==> config.mk <==
export PLATFORM = sky130hd
export DESIGN_NAME = recirculacion_param
export DESIGN_NICKNAME = d
export VERILOG_FILES = /design/src/rtl/recirculacion_param.sv
export SDC_FILE = /design/constraint.sdc
export NUM_CORES = 1
export LEC_CHECK = 0
export ABC_AREA = 0
export CAP_MARGIN = 20
export CORE_ASPECT_RATIO = 0.8
export CORE_MARGIN = 3
export CORE_UTILIZATION = 35
export CTS_CLUSTER_DIAMETER = 60
export DETAILED_ROUTE_END_ITERATION = 16
export PLACE_DENSITY_LB_ADDON = 0.25
export SLEW_MARGIN = 20
export SYNTH_ARGS = -nofsm -noshare
export SYNTH_HDL_FRONTEND = slang
export SYNTH_SLANG_ARGS = --single-unit
==> constraint.sdc <==
create_clock -name clk -period 1.3 [get_ports clk]
set_input_delay 0.195 -clock clk [delete_from_list [all_inputs] [get_ports clk]]
set_output_delay 0.195 -clock clk [all_outputs]
set_load 0.02 [all_outputs]
==> src/rtl/recirculacion_param.sv <==
// Registered N-lane splitter steering valid words to the mux path or the
// recirculation path under a backpressure FSM; RECIRC_STATS_EN enables recirc_count.
module recirculacion_param #(
  parameter int unsigned NUM_LANES  = 4,
  parameter int unsigned DATA_W     = 8,
  parameter int unsigned RESUME_DLY = 2,
  parameter int unsigned CNT_W      = 16
) (
  input  logic                        clk,
  input  logic                        reset,
  input  logic [NUM_LANES-1:0]        valid_in,
  input  logic [NUM_LANES*DATA_W-1:0] data_in,
  input  logic                        pause_in,
  output logic [NUM_LANES-1:0]        valid_mux_out,
  output logic [NUM_LANES*DATA_W-1:0] data_mux_out,
  output logic [NUM_LANES-1:0]        valid_recirc_out,
  output logic [NUM_LANES*DATA_W-1:0] data_recirc_out,
  output logic                        paused_out,
  output logic [CNT_W-1:0]            recirc_count
);

  localparam int unsigned RW = (RESUME_DLY < 2) ? 1 : $clog2(RESUME_DLY + 1);

  typedef enum logic [1:0] {
    FWD    = 2'd0,
    HOLD   = 2'd1,
    RESUME = 2'd2
  } state_e;

  state_e                        state_q, state_d;
  logic [RW-1:0]                 rcnt_q, rcnt_d;
  logic [NUM_LANES-1:0]          vmux_q, vmux_d;
  logic [NUM_LANES-1:0]          vrec_q, vrec_d;
  logic [NUM_LANES*DATA_W-1:0]   dmux_q, dmux_d;
  logic [NUM_LANES*DATA_W-1:0]   drec_q, drec_d;

  // rcnt holds the number of low pause samples seen so far; FWD is entered on
  // the edge that delivers the RESUME_DLY-th consecutive low sample.
  always_comb begin
    state_d = state_q;
    rcnt_d  = rcnt_q;
    unique case (state_q)
      FWD: begin
        if (pause_in) state_d = HOLD;
      end
      HOLD: begin
        if (!pause_in) begin
          if (RESUME_DLY <= 1) begin
            state_d = FWD;
            rcnt_d  = '0;
          end else begin
            state_d = RESUME;
            rcnt_d  = RW'(1);
          end
        end
      end
      RESUME: begin
        if (pause_in) begin
          state_d = HOLD;
          rcnt_d  = '0;
        end else if (rcnt_q == RW'(RESUME_DLY - 1)) begin
          state_d = FWD;
          rcnt_d  = '0;
        end else begin
          rcnt_d = rcnt_q + RW'(1);
        end
      end
      default: begin
        state_d = FWD;
        rcnt_d  = '0;
      end
    endcase
  end

  always_comb begin
    vmux_d = '0;
    vrec_d = '0;
    dmux_d = '0;
    drec_d = '0;
    for (int unsigned i = 0; i < NUM_LANES; i++) begin
      if (valid_in[i]) begin
        if (state_q == FWD) begin
          vmux_d[i]                 = 1'b1;
          dmux_d[i*DATA_W +: DATA_W] = data_in[i*DATA_W +: DATA_W];
        end else begin
          vrec_d[i]                 = 1'b1;
          drec_d[i*DATA_W +: DATA_W] = data_in[i*DATA_W +: DATA_W];
        end
      end
    end
  end

  always_ff @(posedge clk) begin
    if (reset) begin
      state_q <= FWD;
      rcnt_q  <= '0;
      vmux_q  <= '0;
      vrec_q  <= '0;
      dmux_q  <= '0;
      drec_q  <= '0;
    end else begin
      state_q <= state_d;
      rcnt_q  <= rcnt_d;
      vmux_q  <= vmux_d;
      vrec_q  <= vrec_d;
      dmux_q  <= dmux_d;
      drec_q  <= drec_d;
    end
  end

`ifdef RECIRC_STATS_EN
  logic [CNT_W-1:0] cnt_q, cnt_d;
  logic [CNT_W:0]   pop;
  logic [CNT_W:0]   sum;

  always_comb begin
    pop = '0;
    for (int unsigned i = 0; i < NUM_LANES; i++) begin
      pop = pop + (CNT_W+1)'(vrec_d[i]);
    end
    sum = {1'b0, cnt_q} + pop;
    if (sum[CNT_W]) cnt_d = '1;
    else            cnt_d = sum[CNT_W-1:0];
  end

  always_ff @(posedge clk) begin
    if (reset) cnt_q <= '0;
    else       cnt_q <= cnt_d;
  end

  assign recirc_count = cnt_q;
`else
  assign recirc_count = '0;
`endif

  assign valid_mux_out    = vmux_q;
  assign data_mux_out     = dmux_q;
  assign valid_recirc_out = vrec_q;
  assign data_recirc_out  = drec_q;
  assign paused_out       = (state_q != FWD);

endmodule
# == Word-level counts from Yosys, hierarchy flattened ==
# Cells that the tools add are included.
# totals
out_inout_bits,89
ff_bits,76
word_cells,57
# classes
n_bitwise,5
n_mux,11
add_sub_neg,1
reduce_logical,16
eq_ne,6
# op_table
operator,n
3-bit OR reduction,8
2-bit two-way mux,7
2-bit one-hot mux with 3 select lines,2
2-bit OR reduction,4
1-bit inverter,5
2-bit by 1-bit == test with 1-bit output (second input constant),2
2-bit != test (second input constant),2
3-bit != test (second input constant),1
3-bit AND reduction,1
2-bit by 1-bit adder with 2-bit output (second input constant),1
2-bit == test (second input constant),1
2-bit logical NOT,1
1-bit two-way mux,2
2-bit AND reduction,1
2-bit nonzero test,1

# == Depth between registers and ports, before layout ==
# depth
ltp_word,4
depth_mapped,5

# == Worst setup path after synthesis ==
# No wires, ideal clock.
# synth_path
kind,register to register
startpoint,register state_q[0]
endpoint,register state_q[0]
slack_ps,-168
setup_ps,121
arrival_ps,1347
path_buffers,0
period_less_slack_ps,1468
stages_incl_launch_ff,6
required_ps,1179
cell_sequence,dfxtp_1 > inv_1 > ha_1 > inv_2 > o221ai_2 > mux2_4
# synth_via
elab_chain_len,3
# synth_rtl
item,line_no,rtl
"start, declared",30,"state_e state_q, state_d;"
"start signal, assigned",102,state_q <= state_d;
2-bit == test (tied with other cells),42,unique case (state_q)
3-bit != test (no source line) or 2-bit != test (tied branches),-,
3-bit AND reduction (no source line),-,
# Parallel ways exist; a longest one is shown, timed or not.
# A chain may end at the register's enable or synchronous reset.

# == Worst setup path after layout ==
# layout_path
startpoint,register state_q[0]
endpoint,register dmux_q[17] (netlist: data_mux_out[17])
# layout_via
elab_chain_len,3
# layout_rtl
item,line_no,rtl
2-bit logical NOT,82,if (state_q == FWD) begin
1-bit inverter (no source line),-,
3-bit OR reduction (no source line),-,
"end signal, assigned",106,dmux_q <= dmux_d;
"end, declared",34,"logic [NUM_LANES*DATA_W-1:0] dmux_q, dmux_d;"
# No other way between the ends.

==> impl_results.md <==
* Max_slew headroom at 0.658
* Total number of H-tree levels at 3
* End of the worst register-to-register path: data_mux_out[17]
* Hold Startpoint: data_in[17]
* 1st-iter DRT viols at 45
* Hold buffer count at cts at 0
* Placed cells at 405
* Root Driver: clkbuf_8
* Final net count at 382
* Min-Delay Endpoint: data_recirc_out[17]
* Final setup viols at 37
* Worst R2R Path Depth at 7
* Post-detailed-route count of antenna-violating nets at 0
* Count leader, synth: dfxtp_1
* Vias in the first global route at 1732
* Layout area overhead at 65.7%
* Drt pass-1 iters at 4
* Logic pwr share at 0.338
* Final worst slack at -53.8 ps
* Io pins at 128
* Final Slew Violations at 0
* Violated checks: negative setup slack
* RSZ-0062 raised after global routing: yes
* Fillers at 560
* Final Core Density at 0.609
* Via Count at 1837
* Hold slack at 464 ps
* Fin crit share at 1.04
* Maximum fanout along the worst path at 7
* Worst Path Arrival at 1590 ps
* Drt total wl at 5700 µm
* Die area at 7870 µm²
* Max Clock Skew at 8.44 ps
* Die width at 98.4 µm
* Clock Sink Count at 76
* Sequential power share at 0.402
* Leading area contributor after synthesis: dfxtp_1
* Top post-synthesis cells by area: dfxtp_1 (64%), and3_1 (17%), buf_4 (5.0%), ha_1 (3.7%), and2_1 (2.1%)
* Post-Layout Cell Count at 424
* Share of layout cells above drive strength 1 at 0.188
* Final Power at 6.63 mW
* Commonest cells post-synth: dfxtp_1 (76), and3_1 (64), buf_4 (16), and2_1 (8), ha_1 (7)
* Reg-to-Reg Start: state_q[0]
* TNS Setup at -1180 ps
* Sw Ratio at 0.305
* VDD IR-drop max at 0.792 mV
* Initial antenna violation count at 0
* Via density at 4.33
* Avg Inst Size Synth at 11.6 µm²
* Gr usage total at 0.143
* Bufs on Longest Clock Path at 2
* Rows at 26
* Fmax at 0.739 GHz
* Post-synth EDFFs at 0
* Final hold violation count at 0
* Net Sw Power at 2.02 mW
* Grt ovf at 0
* Tightest Hold Check Type: in2reg
* Ys flop type: dfxtp_1
* Worst path max stage delay at 340 ps
* ANT cells at 0
* Port bufs at 111
* Leak at 2.13 nW
* WHS Path Cells at 2
* Part of the power in the clock network at 0.259
* Yosys warning total at 0
* Post-synthesis cell count at 207
* Unique cell type count in the Yosys netlist at 26
* Critical path capture point type: flop
* Die H at 79.9 µm
* CP delay by family, top: buffers and inverters
* CTS tree: built
* Worst Path Buf+Inv at 4
* Max Cap Violations at 0
* Reg-to-reg slack, setup at -50 ps
* Routed WL per cell at 13.4 µm
* Yosys top cell area share at 0.636
* Asr flop ratio synth at 0
* First-pass GRT wire length at 8740 µm
* Cell Chain, Critical Path: inv_2 > buf_6 > ha_4 > nor2b_4 > buf_12 > clkbuf_16 > and3_1
* Clock transition at path regs at 80 ps
* Largest net degree at the start of global routing at 28
* Final RePlAce weighted congestion at 0.797
* Internal power at 4.61 mW
* Final Critical Period at 1350 ps
* Status: finished, violations left
* # DRC at 0
* Slowest cell on crit path: dfxtp_2
* Initial Util at 0.367
* HPWL Detailed at 3850 µm
* Seq/Total Area, Yosys at 0.636
* Cell Pwr Density at 1670 nW/µm²
* Mapped Area at 2390 µm²
* Clk_lat worst skew at 340 ps
* Worst setup path category: reg2reg
* Worst EP required at 1530 ps
* Critical Path Start Type: flop
* Measured slew at the worst slew-check pin at 512 ps
* Seq cells post-synth at 76
* CTS Buf Count at 9
* Core area at 6510 µm²
==> repair_timing <==
item,in CTS,in global routing
gates cloned,1,2
setup buffers,0,1
resized for setup,85,24
endpoints found under the setup margin,138,73
pin swaps,2,4
==> state kept, by name, summed over array words and instances (netlist names) <==
register,count
data_recirc_out,32
data_mux_out,32
valid_recirc_out,4
rcnt_q,2
state_q,2
valid_mux_out,4
==> worst reg2reg max path: stages, from the launching register on <==
cell and delay, ps:
dfxtp_2 340, inv_2 50, buf_6 130, ha_4 150, nor2b_4 120, buf_12 150
clkbuf_16 150, and3_1 170
==> layout by cell type, fill, tap and decap left out, types with 2 or more instances in the layout <==
cell             Yosys  routed
buf_12               0       3
and3_4               0      13
dlygate4sd2_1        0      72
ha_1                 7       3
nor2b_1              2       2
inv_2                1       2
buf_4               16       8
dfxtp_2              0       2
nand2_1              4       3
and3_1              64      51
a21oi_1              2       2
conb_1               1      16
clkinv_2             0       2
dfxtp_1             76      74
clkdlybuf4s50_1      0      38
and2_4               0       2
and2_1               8       6
ha_4                 0       3
buf_6                0       5
clkbuf_8             0       9
==> power by group through the flow <==
| stage | combinational [mW] | sequential (mW) | clock, mW |
|---|---|---|---|
| after global routing | 2.41 | 2.70 | 1.86 |
| after CTS | 1.98 | 2.67 | 1.77 |
| final | 2.24 | 2.67 | 1.72 |
| after floorplan | 0.695 | 3.07 | 0 |
| after global placement | 2.04 | 2.72 | 0 |
| after detailed placement | 2.04 | 2.73 | 0 |
==> final cells by class <==
type / count / area [µm²] / area share
tap: 84 / 105 / 0.0265
inverter: 4 / 17.5 / 0.00442
timing repair buffer: 129 / 1240 / 0.314
sequential: 76 / 1520 / 0.385
clock buffer: 9 / 124 / 0.0313
clock inverter: 6 / 65.1 / 0.0164
multi-input combinational: 116 / 882 / 0.223
==> how the worst max path moves through the flow <==
| stage | slack [ps] | to | from | depth (start not counted) |
|---|---|---|---|---|
| floorplan | 6 | state_q[0] | state_q[1] | 5 |
| global placement | -160 | state_q[0] | pause_in | 4 |
| detailed placement | -200 | state_q[0] | pause_in | 4 |
| CTS | -50 | state_q[0] | state_q[0] | 6 |
| global route | -100 | data_mux_out[0] | state_q[0] | 7 |
| finish | -50 | data_mux_out[17] | state_q[0] | 7 |
==> per-stage QoR <==
| stage | worst slack, ps | cell area, µm² |
|---|---|---|
| 6_report | -53.8 | 3960 |
| 2_1_floorplan | 6.43 | 2460 |
| 3_3_place_gp | -158 | 3640 |
| 3_5_place_dp | -196 | 3640 |
| 5_1_grt | -95.7 | 3960 |
| 4_1_cts | -45.5 | 3790 |
==> kinds of logic (layout without fill, tap and decap cells) <==
family | after synthesis | after routing | share of synthesized area
AO/OA/AOI/OAI | 6 | 6 | 0.0199
flip-flops | 76 | 76 | 0.636
adder cells (fa/ha/maj) | 7 | 7 | 0.0366
multiplexers | 2 | 2 | 0.0105
buffers and inverters | 30 | 148 | 0.0754
other | 1 | 16 | 0.00157
AND/OR/NAND/NOR | 85 | 85 | 0.220
==> layer usage <==
metal  part of all wire  vias up  GRT usage
li1                   -      924          -
met1               0.44      809      0.175
met2               0.44       95      0.221
met3               0.10        9     0.0812
met4              0.010        0     0.0327
met5                  0        -          0
(Power assumes the default switching activity.)
